<file path="src/rtl/fetch_sequencer_if.sv">
//------------------------------------------------------------------------------
// Module   : fetch_sequencer_if
// Purpose  : Bundles the redirect sources, hazard stall, instruction-memory
//            handshake and the fetch-stage PC-select controls for
//            fetch_sequencer.
// Revision : 1.0 - initial release
//------------------------------------------------------------------------------
`default_nettype none

interface fetch_sequencer_if #(
    parameter int ADDRESS_BITS = 16
);
    logic                    trap_valid;
    logic [ADDRESS_BITS-1:0] trap_PC;
    logic                    branch_valid;
    logic [ADDRESS_BITS-1:0] branch_target;
    logic                    jump_valid;
    logic [ADDRESS_BITS-1:0] jump_target;
    logic                    stall;
    logic                    imem_ready;
    logic                    imem_req;
    logic                    pc_enable;
    logic                    next_PC_select;
    logic [ADDRESS_BITS-1:0] target_PC;
    logic                    fetch_valid;
    logic                    flush_decode;
    logic [15:0]             redirect_count;
    logic [15:0]             stall_count;

    // Sequencer side
    modport master (
        input  trap_valid, trap_PC, branch_valid, branch_target,
        input  jump_valid, jump_target, stall, imem_ready,
        output imem_req, pc_enable, next_PC_select, target_PC,
        output fetch_valid, flush_decode, redirect_count, stall_count
    );

    // Pipeline / memory side
    modport slave (
        output trap_valid, trap_PC, branch_valid, branch_target,
        output jump_valid, jump_target, stall, imem_ready,
        input  imem_req, pc_enable, next_PC_select, target_PC,
        input  fetch_valid, flush_decode, redirect_count, stall_count
    );
endinterface

`default_nettype wire

</file>
<file path="src/rtl/fetch_sequencer.sv">
//------------------------------------------------------------------------------
// Module   : fetch_sequencer
// Purpose  : Boots the PC, arbitrates trap > branch > jump redirects against
//            hazard stalls, holds the PC across memory waits and defers any
//            redirect that arrives while a request is unacknowledged.
//            Optional performance counters: define FETCH_SEQ_PERF_EN.
// Revision : 1.0 - initial release
//------------------------------------------------------------------------------
`default_nettype none

module fetch_sequencer #(
    parameter int                    ADDRESS_BITS = 16,
    parameter logic [ADDRESS_BITS-1:0] RESET_PC   = '0
) (
    input  wire logic         clock,
    input  wire logic         reset,
    fetch_sequencer_if.master bus
);

    typedef enum logic [1:0] {
        BOOT     = 2'd0,
        RUN      = 2'd1,
        WAIT_MEM = 2'd2,
        DRAIN    = 2'd3
    } state_t;

    // Redirect priority encoding: 0 = none, 1 = jump, 2 = branch, 3 = trap
    localparam logic [1:0] PRI_NONE   = 2'd0;
    localparam logic [1:0] PRI_JUMP   = 2'd1;
    localparam logic [1:0] PRI_BRANCH = 2'd2;
    localparam logic [1:0] PRI_TRAP   = 2'd3;

    state_t                  state, state_next;
    logic [1:0]              pend_pri, pend_pri_next;
    logic [ADDRESS_BITS-1:0] pend_addr, pend_addr_next;

    logic [1:0]              req_pri;
    logic [ADDRESS_BITS-1:0] req_addr;
    logic [1:0]              eff_pri;
    logic [ADDRESS_BITS-1:0] eff_addr;

    logic                    imem_req_c, pc_enable_c, select_c, fetch_valid_c, flush_c;
    logic [ADDRESS_BITS-1:0] target_c;

    // Pick the highest-priority redirect asserted this cycle
    always_comb begin
        req_pri  = PRI_NONE;
        req_addr = '0;
        if (bus.trap_valid) begin
            req_pri  = PRI_TRAP;
            req_addr = bus.trap_PC;
        end else if (bus.branch_valid) begin
            req_pri  = PRI_BRANCH;
            req_addr = bus.branch_target;
        end else if (bus.jump_valid) begin
            req_pri  = PRI_JUMP;
            req_addr = bus.jump_target;
        end
    end

    // A new redirect only displaces the pending one if strictly higher priority
    always_comb begin
        eff_pri  = pend_pri;
        eff_addr = pend_addr;
        if (req_pri > pend_pri) begin
            eff_pri  = req_pri;
            eff_addr = req_addr;
        end
    end

    // State and pending-redirect registers
    always_ff @(posedge clock or negedge reset) begin
        if (!reset) begin
            state     <= BOOT;
            pend_pri  <= PRI_NONE;
            pend_addr <= '0;
        end else begin
            state     <= state_next;
            pend_pri  <= pend_pri_next;
            pend_addr <= pend_addr_next;
        end
    end

    // Next-state and control outputs; everything is forced low while in reset
    always_comb begin
        state_next     = state;
        pend_pri_next  = pend_pri;
        pend_addr_next = pend_addr;
        imem_req_c     = 1'b0;
        pc_enable_c    = 1'b0;
        select_c       = 1'b0;
        fetch_valid_c  = 1'b0;
        flush_c        = 1'b0;
        target_c       = '0;

        case (state)
            BOOT: begin
                pc_enable_c = 1'b1;
                select_c    = 1'b1;
                target_c    = RESET_PC;
                state_next  = RUN;
            end

            RUN, WAIT_MEM: begin
                imem_req_c = 1'b1;
                if (req_pri != PRI_NONE) begin
                    if (bus.imem_ready) begin
                        // Response is squashed; redirect takes effect now
                        pc_enable_c = 1'b1;
                        select_c    = 1'b1;
                        target_c    = req_addr;
                        flush_c     = 1'b1;
                        state_next  = RUN;
                    end else begin
                        // PC must not move under an outstanding request
                        pend_pri_next  = req_pri;
                        pend_addr_next = req_addr;
                        state_next     = DRAIN;
                    end
                end else if (bus.imem_ready) begin
                    state_next = RUN;
                    if (!bus.stall) begin
                        fetch_valid_c = 1'b1;
                        pc_enable_c   = 1'b1;
                    end
                end else begin
                    state_next = WAIT_MEM;
                end
            end

            DRAIN: begin
                imem_req_c     = 1'b1;
                pend_pri_next  = eff_pri;
                pend_addr_next = eff_addr;
                if (bus.imem_ready) begin
                    pc_enable_c    = 1'b1;
                    select_c       = 1'b1;
                    target_c       = eff_addr;
                    flush_c        = 1'b1;
                    pend_pri_next  = PRI_NONE;
                    pend_addr_next = '0;
                    state_next     = RUN;
                end
            end

            default: state_next = BOOT;
        endcase

        if (!reset) begin
            imem_req_c    = 1'b0;
            pc_enable_c   = 1'b0;
            select_c      = 1'b0;
            fetch_valid_c = 1'b0;
            flush_c       = 1'b0;
            target_c      = '0;
        end
    end

    assign bus.imem_req       = imem_req_c;
    assign bus.pc_enable      = pc_enable_c;
    assign bus.next_PC_select = select_c;
    assign bus.target_PC      = target_c;
    assign bus.fetch_valid    = fetch_valid_c;
    assign bus.flush_decode   = flush_c;

`ifdef FETCH_SEQ_PERF_EN
    logic        redirect_hit;
    logic        stall_hit;
    logic [15:0] redirect_cnt;
    logic [15:0] stall_cnt;

    // Any PC load from target_PC outside BOOT is an applied redirect
    assign redirect_hit = pc_enable_c & select_c & (state != BOOT);
    assign stall_hit    = reset & ((state == RUN) || (state == WAIT_MEM)) &
                          bus.imem_ready & bus.stall & (req_pri == PRI_NONE);

    // Saturating event counters
    always_ff @(posedge clock or negedge reset) begin
        if (!reset) begin
            redirect_cnt <= '0;
            stall_cnt    <= '0;
        end else begin
            if (redirect_hit && (redirect_cnt != 16'hFFFF)) begin
                redirect_cnt <= redirect_cnt + 16'd1;
            end
            if (stall_hit && (stall_cnt != 16'hFFFF)) begin
                stall_cnt <= stall_cnt + 16'd1;
            end
        end
    end

    assign bus.redirect_count = redirect_cnt;
    assign bus.stall_count    = stall_cnt;
`else
    assign bus.redirect_count = 16'd0;
    assign bus.stall_count    = 16'd0;
`endif

endmodule

`default_nettype wire
</file>
<file path="src/flat_wrapper.sv">
// flat-port wrapper written by rule: the top's interface ports become plain ports
module fetch_sequencer_flat 
#(
    parameter int                    ADDRESS_BITS = 16,
    parameter logic [ADDRESS_BITS-1:0] RESET_PC   = '0
)
  (clock, reset, bus_trap_valid, bus_trap_PC, bus_branch_valid, bus_branch_target, bus_jump_valid, bus_jump_target, bus_stall, bus_imem_ready, bus_imem_req, bus_pc_enable, bus_next_PC_select, bus_target_PC, bus_fetch_valid, bus_flush_decode, bus_redirect_count, bus_stall_count);
  fetch_sequencer_if #(.ADDRESS_BITS(ADDRESS_BITS)) bus_i ();
  input  wire logic clock;
  input  wire logic reset;
  input wire logic [$bits(bus_i.trap_valid)-1:0] bus_trap_valid;
  input wire logic [$bits(bus_i.trap_PC)-1:0] bus_trap_PC;
  input wire logic [$bits(bus_i.branch_valid)-1:0] bus_branch_valid;
  input wire logic [$bits(bus_i.branch_target)-1:0] bus_branch_target;
  input wire logic [$bits(bus_i.jump_valid)-1:0] bus_jump_valid;
  input wire logic [$bits(bus_i.jump_target)-1:0] bus_jump_target;
  input wire logic [$bits(bus_i.stall)-1:0] bus_stall;
  input wire logic [$bits(bus_i.imem_ready)-1:0] bus_imem_ready;
  output wire logic [$bits(bus_i.imem_req)-1:0] bus_imem_req;
  output wire logic [$bits(bus_i.pc_enable)-1:0] bus_pc_enable;
  output wire logic [$bits(bus_i.next_PC_select)-1:0] bus_next_PC_select;
  output wire logic [$bits(bus_i.target_PC)-1:0] bus_target_PC;
  output wire logic [$bits(bus_i.fetch_valid)-1:0] bus_fetch_valid;
  output wire logic [$bits(bus_i.flush_decode)-1:0] bus_flush_decode;
  output wire logic [$bits(bus_i.redirect_count)-1:0] bus_redirect_count;
  output wire logic [$bits(bus_i.stall_count)-1:0] bus_stall_count;
  assign bus_i.trap_valid = bus_trap_valid;
  assign bus_i.trap_PC = bus_trap_PC;
  assign bus_i.branch_valid = bus_branch_valid;
  assign bus_i.branch_target = bus_branch_target;
  assign bus_i.jump_valid = bus_jump_valid;
  assign bus_i.jump_target = bus_jump_target;
  assign bus_i.stall = bus_stall;
  assign bus_i.imem_ready = bus_imem_ready;
  assign bus_imem_req = bus_i.imem_req;
  assign bus_pc_enable = bus_i.pc_enable;
  assign bus_next_PC_select = bus_i.next_PC_select;
  assign bus_target_PC = bus_i.target_PC;
  assign bus_fetch_valid = bus_i.fetch_valid;
  assign bus_flush_decode = bus_i.flush_decode;
  assign bus_redirect_count = bus_i.redirect_count;
  assign bus_stall_count = bus_i.stall_count;
  fetch_sequencer #(.ADDRESS_BITS(ADDRESS_BITS), .RESET_PC(RESET_PC)) u_core (.clock(clock), .reset(reset), .bus(bus_i));
endmodule
</file>
<file path="config.mk">
export PLATFORM = sky130hd
export DESIGN_NAME = fetch_sequencer_flat
export DESIGN_NICKNAME = d
export VERILOG_FILES = /design/src/rtl/fetch_sequencer_if.sv /design/src/rtl/fetch_sequencer.sv /design/src/flat_wrapper.sv
export SDC_FILE = /design/constraint.sdc
export NUM_CORES = 1
export LEC_CHECK = 0
export CAP_MARGIN = 20
export CORE_MARGIN = 2
export CORE_UTILIZATION = 40
export CTS_CLUSTER_DIAMETER = 120
export DETAILED_ROUTE_END_ITERATION = 10
export GPL_ROUTABILITY_DRIVEN = 0
export PLACE_DENSITY = 0.95
export SLEW_MARGIN = 10
export SYNTH_ARGS = -nofsm -noshare
export SYNTH_HDL_FRONTEND = slang
export SYNTH_SLANG_ARGS = --single-unit
</file>
<file path="constraint.sdc">
create_clock -name clock -period 6.09 [get_ports clock]
set_input_delay 1.218 -clock clock [delete_from_list [all_inputs] [get_ports clock]]
set_output_delay 1.218 -clock clock [all_outputs]
set_load 0.1 [all_outputs]
</file>
# After elaboration in Yosys (flattened, before gate mapping)
# Index checks and enable logic that the tools add are counted.
# totals
ff_bits,20
latchBits,0
mem_bits_rw,0
mem_bits_ro,0
inputBits,55
output_inout_bits,53
wordCells,60
mem_count,0
# classes
addsub,0
mul,0
div_mod_pow,0
order_cmp,1
n_eq_ne,7
shift,0
n_mux,42
bitwise,0
reduce_logical,7
# op_table
op,count
$mux W16,11
$pmux W16 S3,1
$pmux W16 S2,1
$mux W2,10
$mux W1,14
$pmux W1 S3,2
$pmux W2 S3,1
$eq A2 B2 Y1 const B,2
$ne A2 B2 Y1 const B,2
$pmux W2 S2,1
$reduce_and A4 Y1,1
$reduce_bool A2 Y1,2
$ne A3 B2 Y1 const B,1
$reduce_and A3 Y1,1
$reduce_or A3 Y1,1
$eq A2 B1 Y1 const B,1
$gt A2 B2 Y1,1
$logic_not A2 Y1,1
$ne A2 B1 Y1 const B,1
$pmux W1 S2,1
$reduce_or A2 Y1,1

# Depth between registers and ports, before layout
# Gate-level depths: netlist (run 1).
# logic_depth
word_depth,8
mapped_depth,11
ltp_nobuf,8

# Least setup slack after synthesis (run 1)
# No wires, ideal clock.
# synth_timing
path_kind,input-to-output
startpoint,in bus_branch_valid
endpoint,out bus_fetch_valid
t_arrival_ns,3.920
required_time_ns,4.872
path_slack_ns,0.952
stages,5
path_buffers,2
cell_sequence,clkbuf_1 buf_2 nor3_1 nand2_1 nor3_1
# synth_via
elab_chain_cells,6
# synth_lines
element,line_no,source
from (decl),flat_wrapper.sv:13,input wire logic [$bits(bus_i.branch_valid)-1:0] bus_branch_valid;
$mux W2,fetch_sequencer.sv:52,end else if (bus.branch_valid) begin
$mux W2,fetch_sequencer.sv:49,if (bus.trap_valid) begin
$reduce_bool A2 Y1,fetch_sequencer.sv:106,if (req_pri != PRI_NONE) begin
$mux W1,fetch_sequencer.sv:106,
$mux W1,fetch_sequencer.sv:96,case (state)
$mux W1,fetch_sequencer.sv:149,if (!reset) begin
to (decl),flat_wrapper.sv:23,output wire logic [$bits(bus_i.fetch_valid)-1:0] bus_fetch_valid;
# Every way passes these cells.

# Worst setup path after layout (run 1)
# layout_timing
startpoint,in bus_branch_valid
endpoint,out bus_target_PC[11]
# layout_via
elab_chain_cells,7
elab_cells_between_ends,12
cone_classes,order compare (1); mux (10); reduce/logical (1)
# layout_lines
element,line_no,source
$mux W2,fetch_sequencer.sv:52,
$mux W2,fetch_sequencer.sv:49,
$gt A2 B2 Y1,fetch_sequencer.sv:65,if (req_pri > pend_pri) begin
$mux W16,fetch_sequencer.sv:65,
$mux W16,fetch_sequencer.sv:135,if (bus.imem_ready) begin
$pmux W16 S3 *,fetch_sequencer.sv:96,
$mux W16 *,fetch_sequencer.sv:149,
to (decl),flat_wrapper.sv:22,output wire logic [$bits(bus_i.target_PC)-1:0] bus_target_PC;
# Mark *: on every way between the ends. The rest lies on a longest branch, timed or not.

==> results of run 1 <==
[state kept, by name, summed over array words and instances, names as in the netlist]
register          count
u_core.pend_addr     16
u_core.pend_pri       2
u_core.state          2
[logic make-up after synthesis]
kind of cell             Yosys count  share of synthesized area
flip-flops                        20                     0.2855
AND/OR/NAND/NOR                   40                     0.1071
multiplexers                       2                    0.01142
adder cells (fa/ha/maj)            4                    0.02855
buffers and inverters             52                     0.1984
AO/OA/AOI/OAI                     79                     0.3669
other                              1                   0.002139
[layer usage]
layer	wire length, µm	up-vias
li1	-	808
met1	2041	829
met2	2636	65
met3	287	6
met4	40	0
met5	0	-
[per-stage QoR]
stage	hold slack (ns)	power (mW)	area, µm²	instances
after global routing	0.5272	0.8201	2585	317
after CTS	0.5098	0.7807	2585	317
after detailed placement	0.4891	0.6920	2544	314
after global placement	0.4827	0.6789	2544	314
after floorplan	0.4661	0.5792	1869	229
final	0.5049	0.7800	2585	317
[area by class of cell]
class	count	area share
Multi-Input combinational cell	157	0.3950
Timing Repair Buffer	80	0.3630
Sequential cell	20	0.1936
Tap cell	52	0.02517
Clock buffer	3	0.01597
Inverter	5	0.007260
[cell usage in the layout (no fill, tap or decap)]
| cell | Yosys | routed |
|---|---|---|
| a221oi_1 | 1 | 1 |
| a21oi_4 | 1 | 1 |
| a21boi_2 | 1 | 1 |
| nor2_2 | 1 | 1 |
| conb_1 | 1 | 32 |
| or2_2 | 2 | 2 |
| nand2b_1 | 1 | 1 |
| and3b_1 | 1 | 1 |
| ha_1 | 4 | 4 |
| clkdlybuf4s50_1 | 0 | 55 |
| nor2b_1 | 4 | 4 |
| a22o_1 | 18 | 18 |
| o21a_1 | 1 | 1 |
| o21ai_1 | 1 | 1 |
| nor2_1 | 3 | 3 |
| a22oi_1 | 15 | 15 |
| buf_4 | 33 | 9 |
| nor3_1 | 3 | 3 |
| a211oi_1 | 1 | 1 |
| nand3_1 | 1 | 1 |
| a21o_4 | 1 | 1 |
| a221o_1 | 1 | 1 |
| or3_4 | 1 | 1 |
| o21ai_0 | 17 | 17 |
| clkbuf_8 | 0 | 3 |
| inv_1 | 5 | 5 |
| a21oi_1 | 2 | 2 |
| a32o_1 | 16 | 16 |
| buf_12 | 0 | 16 |
| nand2_1 | 23 | 23 |
| a31oi_4 | 1 | 1 |
| mux2i_1 | 2 | 2 |
| dfrtp_1 | 20 | 20 |
| o211ai_1 | 2 | 2 |
[final timing paths]
| check | end | start | cells past startpoint | slack [ns] |
|---|---|---|---|---|
| max in group asynchronous | u_core.pend_addr[14]$_DFFE_PN0P_ | reset | 2 | 4.54 |
| max | bus_target_PC[11] | bus_branch_valid | 12 | 0.79 |
| min | u_core.pend_addr[5]$_DFFE_PN0P_ | u_core.pend_addr[5]$_DFFE_PN0P_ | 1 | 0.50 |
| max reg2reg | u_core.pend_addr[14]$_DFFE_PN0P_ | u_core.state[0]$_DFFE_PN0P_ | 6 | 3.94 |
| min reg2reg | u_core.pend_addr[5]$_DFFE_PN0P_ | u_core.pend_addr[5]$_DFFE_PN0P_ | 1 | 0.50 |
| min in group asynchronous | u_core.pend_pri[0]$_DFFE_PN0P_ | reset | 2 | 1.30 |
[power by group through the flow]
stage          clock (mW)  sequential [mW]  combinational (mW)
3_3_place_gp            0            0.213               0.466
5_1_grt            0.0958            0.222               0.503
3_5_place_dp            0            0.218               0.474
6_report           0.0877            0.217               0.475
4_1_cts            0.0892            0.215               0.476
2_1_floorplan           0            0.208               0.371
==> metrics.cfg, run 1 <==
[synth]
synthDistinctLibCells = 34
syn_area_per_cell_um2 = 8.853
synth_seq_area_share = 0.2855
synth_area_leaders = dfrtp_1 (29%), buf_4 (14%), a32o_1 (9.1%)
yosys.cell_count.top_type = buf_4
netlist_instances = 198
synthesis.area_um2 = 1753
async_flop_share = 1.000
post_synth_most_frequent_cells = buf_4 (33), nand2_1 (23), dfrtp_1 (20), a22o_1 (18), o21ai_0 (17)
synth_edf_count = 0
synth-seq-cells = 20
synth_area_leader_cell = dfrtp_1
synth_flop_cell = dfrtp_1
yosys_warnings = 0
yosys.area.top_type_share = 0.2855

[floorplanning]
rows = 24
ios = 108
dieArea_um2 = 4928
die_h_um = 70.20
core_area_um2 = 4294
die_w_um = 70.20
initial_core_util = 0.4082

[timing]
maxSlewViolCount = 0
fmax_ghz = 0.1885
min_period_ns = 5.304
fin_crit_sh = 0.8709
fin_worst_skew_ns = 0.01458
relSlewSlack = 0.3590
setup_viol = 0
grt_setup_unrepaired = no
worst_slack_ns = 0.7859
worst_pin_slew_ns = 0.9585
hold_viol_final = 0
setup_tns_ns = 0

[placement]
dp_hpwl_um = 3860
portBuffers = 75
dp_worst_setup_slack_ns = 0.7957

[clocking]
cts_buffers = 3
clkSinkCount = 20
clockBufferDepth = 2
clk_latency_ns = 0.27
cts_tree = yes
hold_buffers = 0
cts_setup_buffers = 0
clkTransAtPathRegs_ns = 0.06
htree_levels = 1
cts-root-buf = clkbuf_8
post_cts_resized = 0

[route]
drt_iter0_drc = 106
detail_route.wl_per_cell_um = 15.79
drc = 0
dr.pass1.iters = 4
routed_wl_um = 5005
via_per_inst = 5.388
via_count = 1708
ant_nets = 0

[worst_setup_path]
critical_path_class = in2out
worstPathArrival_ns = 4.09
cpLargestDelayFamily = buffers and inverters
cp-start-kind = primary input
crit_path_end_kind = primary output
path_cells = clkdlybuf4s50_1 > buf_4 > nor2b_1 > buf_4 > or2_2 > inv_1 > ha_1 > nand2_1 > o211ai_1 > a21boi_2 > a32o_1 > buf_12
cpPeakStageDelay_ns = 0.60
cp_common_cell = buf_4
crit_slowest_cell = a21boi_2
worst-path-buf-inv = 5
required_ns = 4.87
path_max_fanout = 21

[power_and_ir_drop]
intPower_mw = 0.3908
power_frac_clock = 0.112
p_comb_frac = 0.609
pwr-share-seq = 0.278
vdd_drop_max_v = 0.0002633
power_density_nw_per_um2 = 301.7
p_leak_nw = 1.114
p_sw_frac = 0.4989
power_switching_mw = 0.3891

[final_layout]
areaGrowthSynthToFinish_pct = 47.47
fin_util = 0.6020
n_fill_cell = 369
regArea_um2 = 500.5
nets = 326
layout-drive-gt1-share = 0.1358
multi_input_comb_area_um2 = 1021
diodes = 0

[global_routing]
grt_max_degree = 33
top_usage_layer = met2
grt_use_total = 0.2079
antenna_found_initial = 0
grt_pass1_vias = 1655
grt-ovfl-total = 0
grt_pass1_wl_um = 8148
use_met3 = 0.05195
use_met1 = 0.2699
met2_usage = 0.3577

[job]
max-cap-violations = 0

[run_status]
run_status = completed

[hold_path]
hold_class = reg2reg

No activity file was read; power rests on OpenSTA's default activity.
==> inputs of run 2 (changes only) <==
- clock period: 6.09 -> 6.3 ns (I/O delays scaled with it)
==> run 2 against run 1 <==
Compared with the run above:
- combinational power decreased by 3%
- die area unchanged
- register-to-register slack improved by 0.18 ns
- critical path type unchanged
==> metrics.cfg, run 2 (same netlist as run 1, synthesis figures left out) <==
[run_status]
run_status = completed

[clocking]
cts_buffers = 3
hold_buffers = 0
clockBufferDepth = 2
clkSinkCount = 20
post_cts_resized = 0
cts_tree = yes
htree_levels = 1
clkTransAtPathRegs_ns = 0.08
clk_latency_ns = 0.26
cts-root-buf = clkbuf_8
cts_setup_buffers = 0

[global_routing]
grt_pass1_vias = 1680
grt-ovfl-total = 0
grt_pass1_wl_um = 7955
grt_max_degree = 25
antenna_found_initial = 0
grt_use_total = 0.2038

[timing]
setup_viol = 0
grt_setup_unrepaired = no
worst_pin_slew_ns = 0.9638
relSlewSlack = 0.3554
fin_crit_sh = 0.8670
min_period_ns = 5.462
hold_viol_final = 0
fin_worst_skew_ns = 0.001953
hold_ws_ns = 0.5105
maxSlewViolCount = 0
fmax_ghz = 0.1831
setup_tns_ns = 0

[worst_setup_path]
cp-start-kind = primary input
path_cells = clkdlybuf4s50_1 > or2_2 > ha_1 > nor2b_1 > o211ai_1 > a21boi_2 > a32o_1 > buf_12
crit_path_end_kind = primary output
cpPeakStageDelay_ns = 0.70
critical_path_class = in2out
worstPathArrival_ns = 4.20
crit_slowest_cell = clkdlybuf4s50_1
path_max_fanout = 19
required_ns = 5.04

[floorplanning]
ios = 108
rows = 24
die_w_um = 70.20
dieArea_um2 = 4928
core_area_um2 = 4294
initial_core_util = 0.4082
die_h_um = 70.20

[final_layout]
final_cell_mix = clkdlybuf4s50_1 (56), conb_1 (32), nand2_1 (23)
top_register = u_core.pend_addr
areaGrowthSynthToFinish_pct = 48.39
layout-drive-gt1-share = 0.1353
diodes = 0
largest_register_ffs = 16
instances_no_fill = 318
nets = 326
reg.largest.list = u_core.pend_addr (16), u_core.pend_pri (2), u_core.state (2)
layout_commonest_cell = clkdlybuf4s50_1

[route]
ant_nets = 0
routed_wl_um = 5186
via_count = 1722
via_per_inst = 5.415
drc = 0
drt_iter0_drc = 75
dr.pass1.iters = 5
detail_route.wl_per_cell_um = 16.31

[placement]
dp_hpwl_um = 3898
portBuffers = 75
placed_cells = 314

[hold_path]
hold_class = reg2reg

[power_and_ir_drop]
p_leak_nw = 1.120
power_density_nw_per_um2 = 297.2
vdd_drop_max_v = 0.0001750

[job]
max-cap-violations = 0

-- run 2: critical path, delay by kind of cell --
kind            cells  cell delay [ns]
simple gates        2             0.66
compound gates      3             1.06
fa+ha+maj           1             0.32
buf+inv             2             0.90
-- run 2: final timing paths --
check	from	to	slack (ns)	cells past startpoint
min	u_core.pend_addr[10]$_DFFE_PN0P_	u_core.pend_addr[10]$_DFFE_PN0P_	0.51	1
max reg2reg	u_core.state[0]$_DFFE_PN0P_	u_core.pend_addr[4]$_DFFE_PN0P_	4.12	6
max	bus_trap_valid	bus_target_PC[6]	0.84	8
max in group asynchronous	reset	u_core.pend_addr[0]$_DFFE_PN0P_	4.72	2
min reg2reg	u_core.pend_addr[10]$_DFFE_PN0P_	u_core.pend_addr[10]$_DFFE_PN0P_	0.51	1
min in group asynchronous	reset	u_core.state[1]$_DFFE_PN0P_	1.35	2
-- run 2: area by class of cell --
| cell class | count | area, µm² |
|---|---|---|
| Tap cell | 52 | 65.06 |
| Clock buffer | 4 | 55.05 |
| Multi-Input combinational cell | 157 | 1021 |
| Fill cell | 360 | 1693 |
| Inverter | 5 | 18.77 |
| Timing Repair Buffer | 80 | 940.9 |
| Sequential cell | 20 | 500.5 |
-- run 2: stage by stage --
step	area, µm²	util	power [mW]	worst slack (ns)
2_1_floorplan	1869	-	0.5599	1.078
3_3_place_gp	2546	0.5929	0.6574	0.9271
3_5_place_dp	2546	0.5929	0.6705	0.8845
4_1_cts	2601	0.6058	0.7722	0.8645
5_1_grt	2601	0.6058	0.8072	0.6652
6_report	2601	0.6058	0.7731	0.8380
-- run 2: report_power, final --
group	internal, mW	switching (mW)	leakage [nW]
clock network	0.0557	0.0449	0.0288
registers	0.179	0.0313	0.250
logic	0.156	0.306	0.841
-- run 2: metal layers --
layer	part of all wire	track usage	wire length (µm)	vias to the layer above
met5	0	0	0	-
met4	0.016	0.05769	83	0
met3	0.059	0.03896	305	10
met2	0.51	0.3566	2634	80
met1	0.42	0.2550	2162	823
li1	-	-	-	809
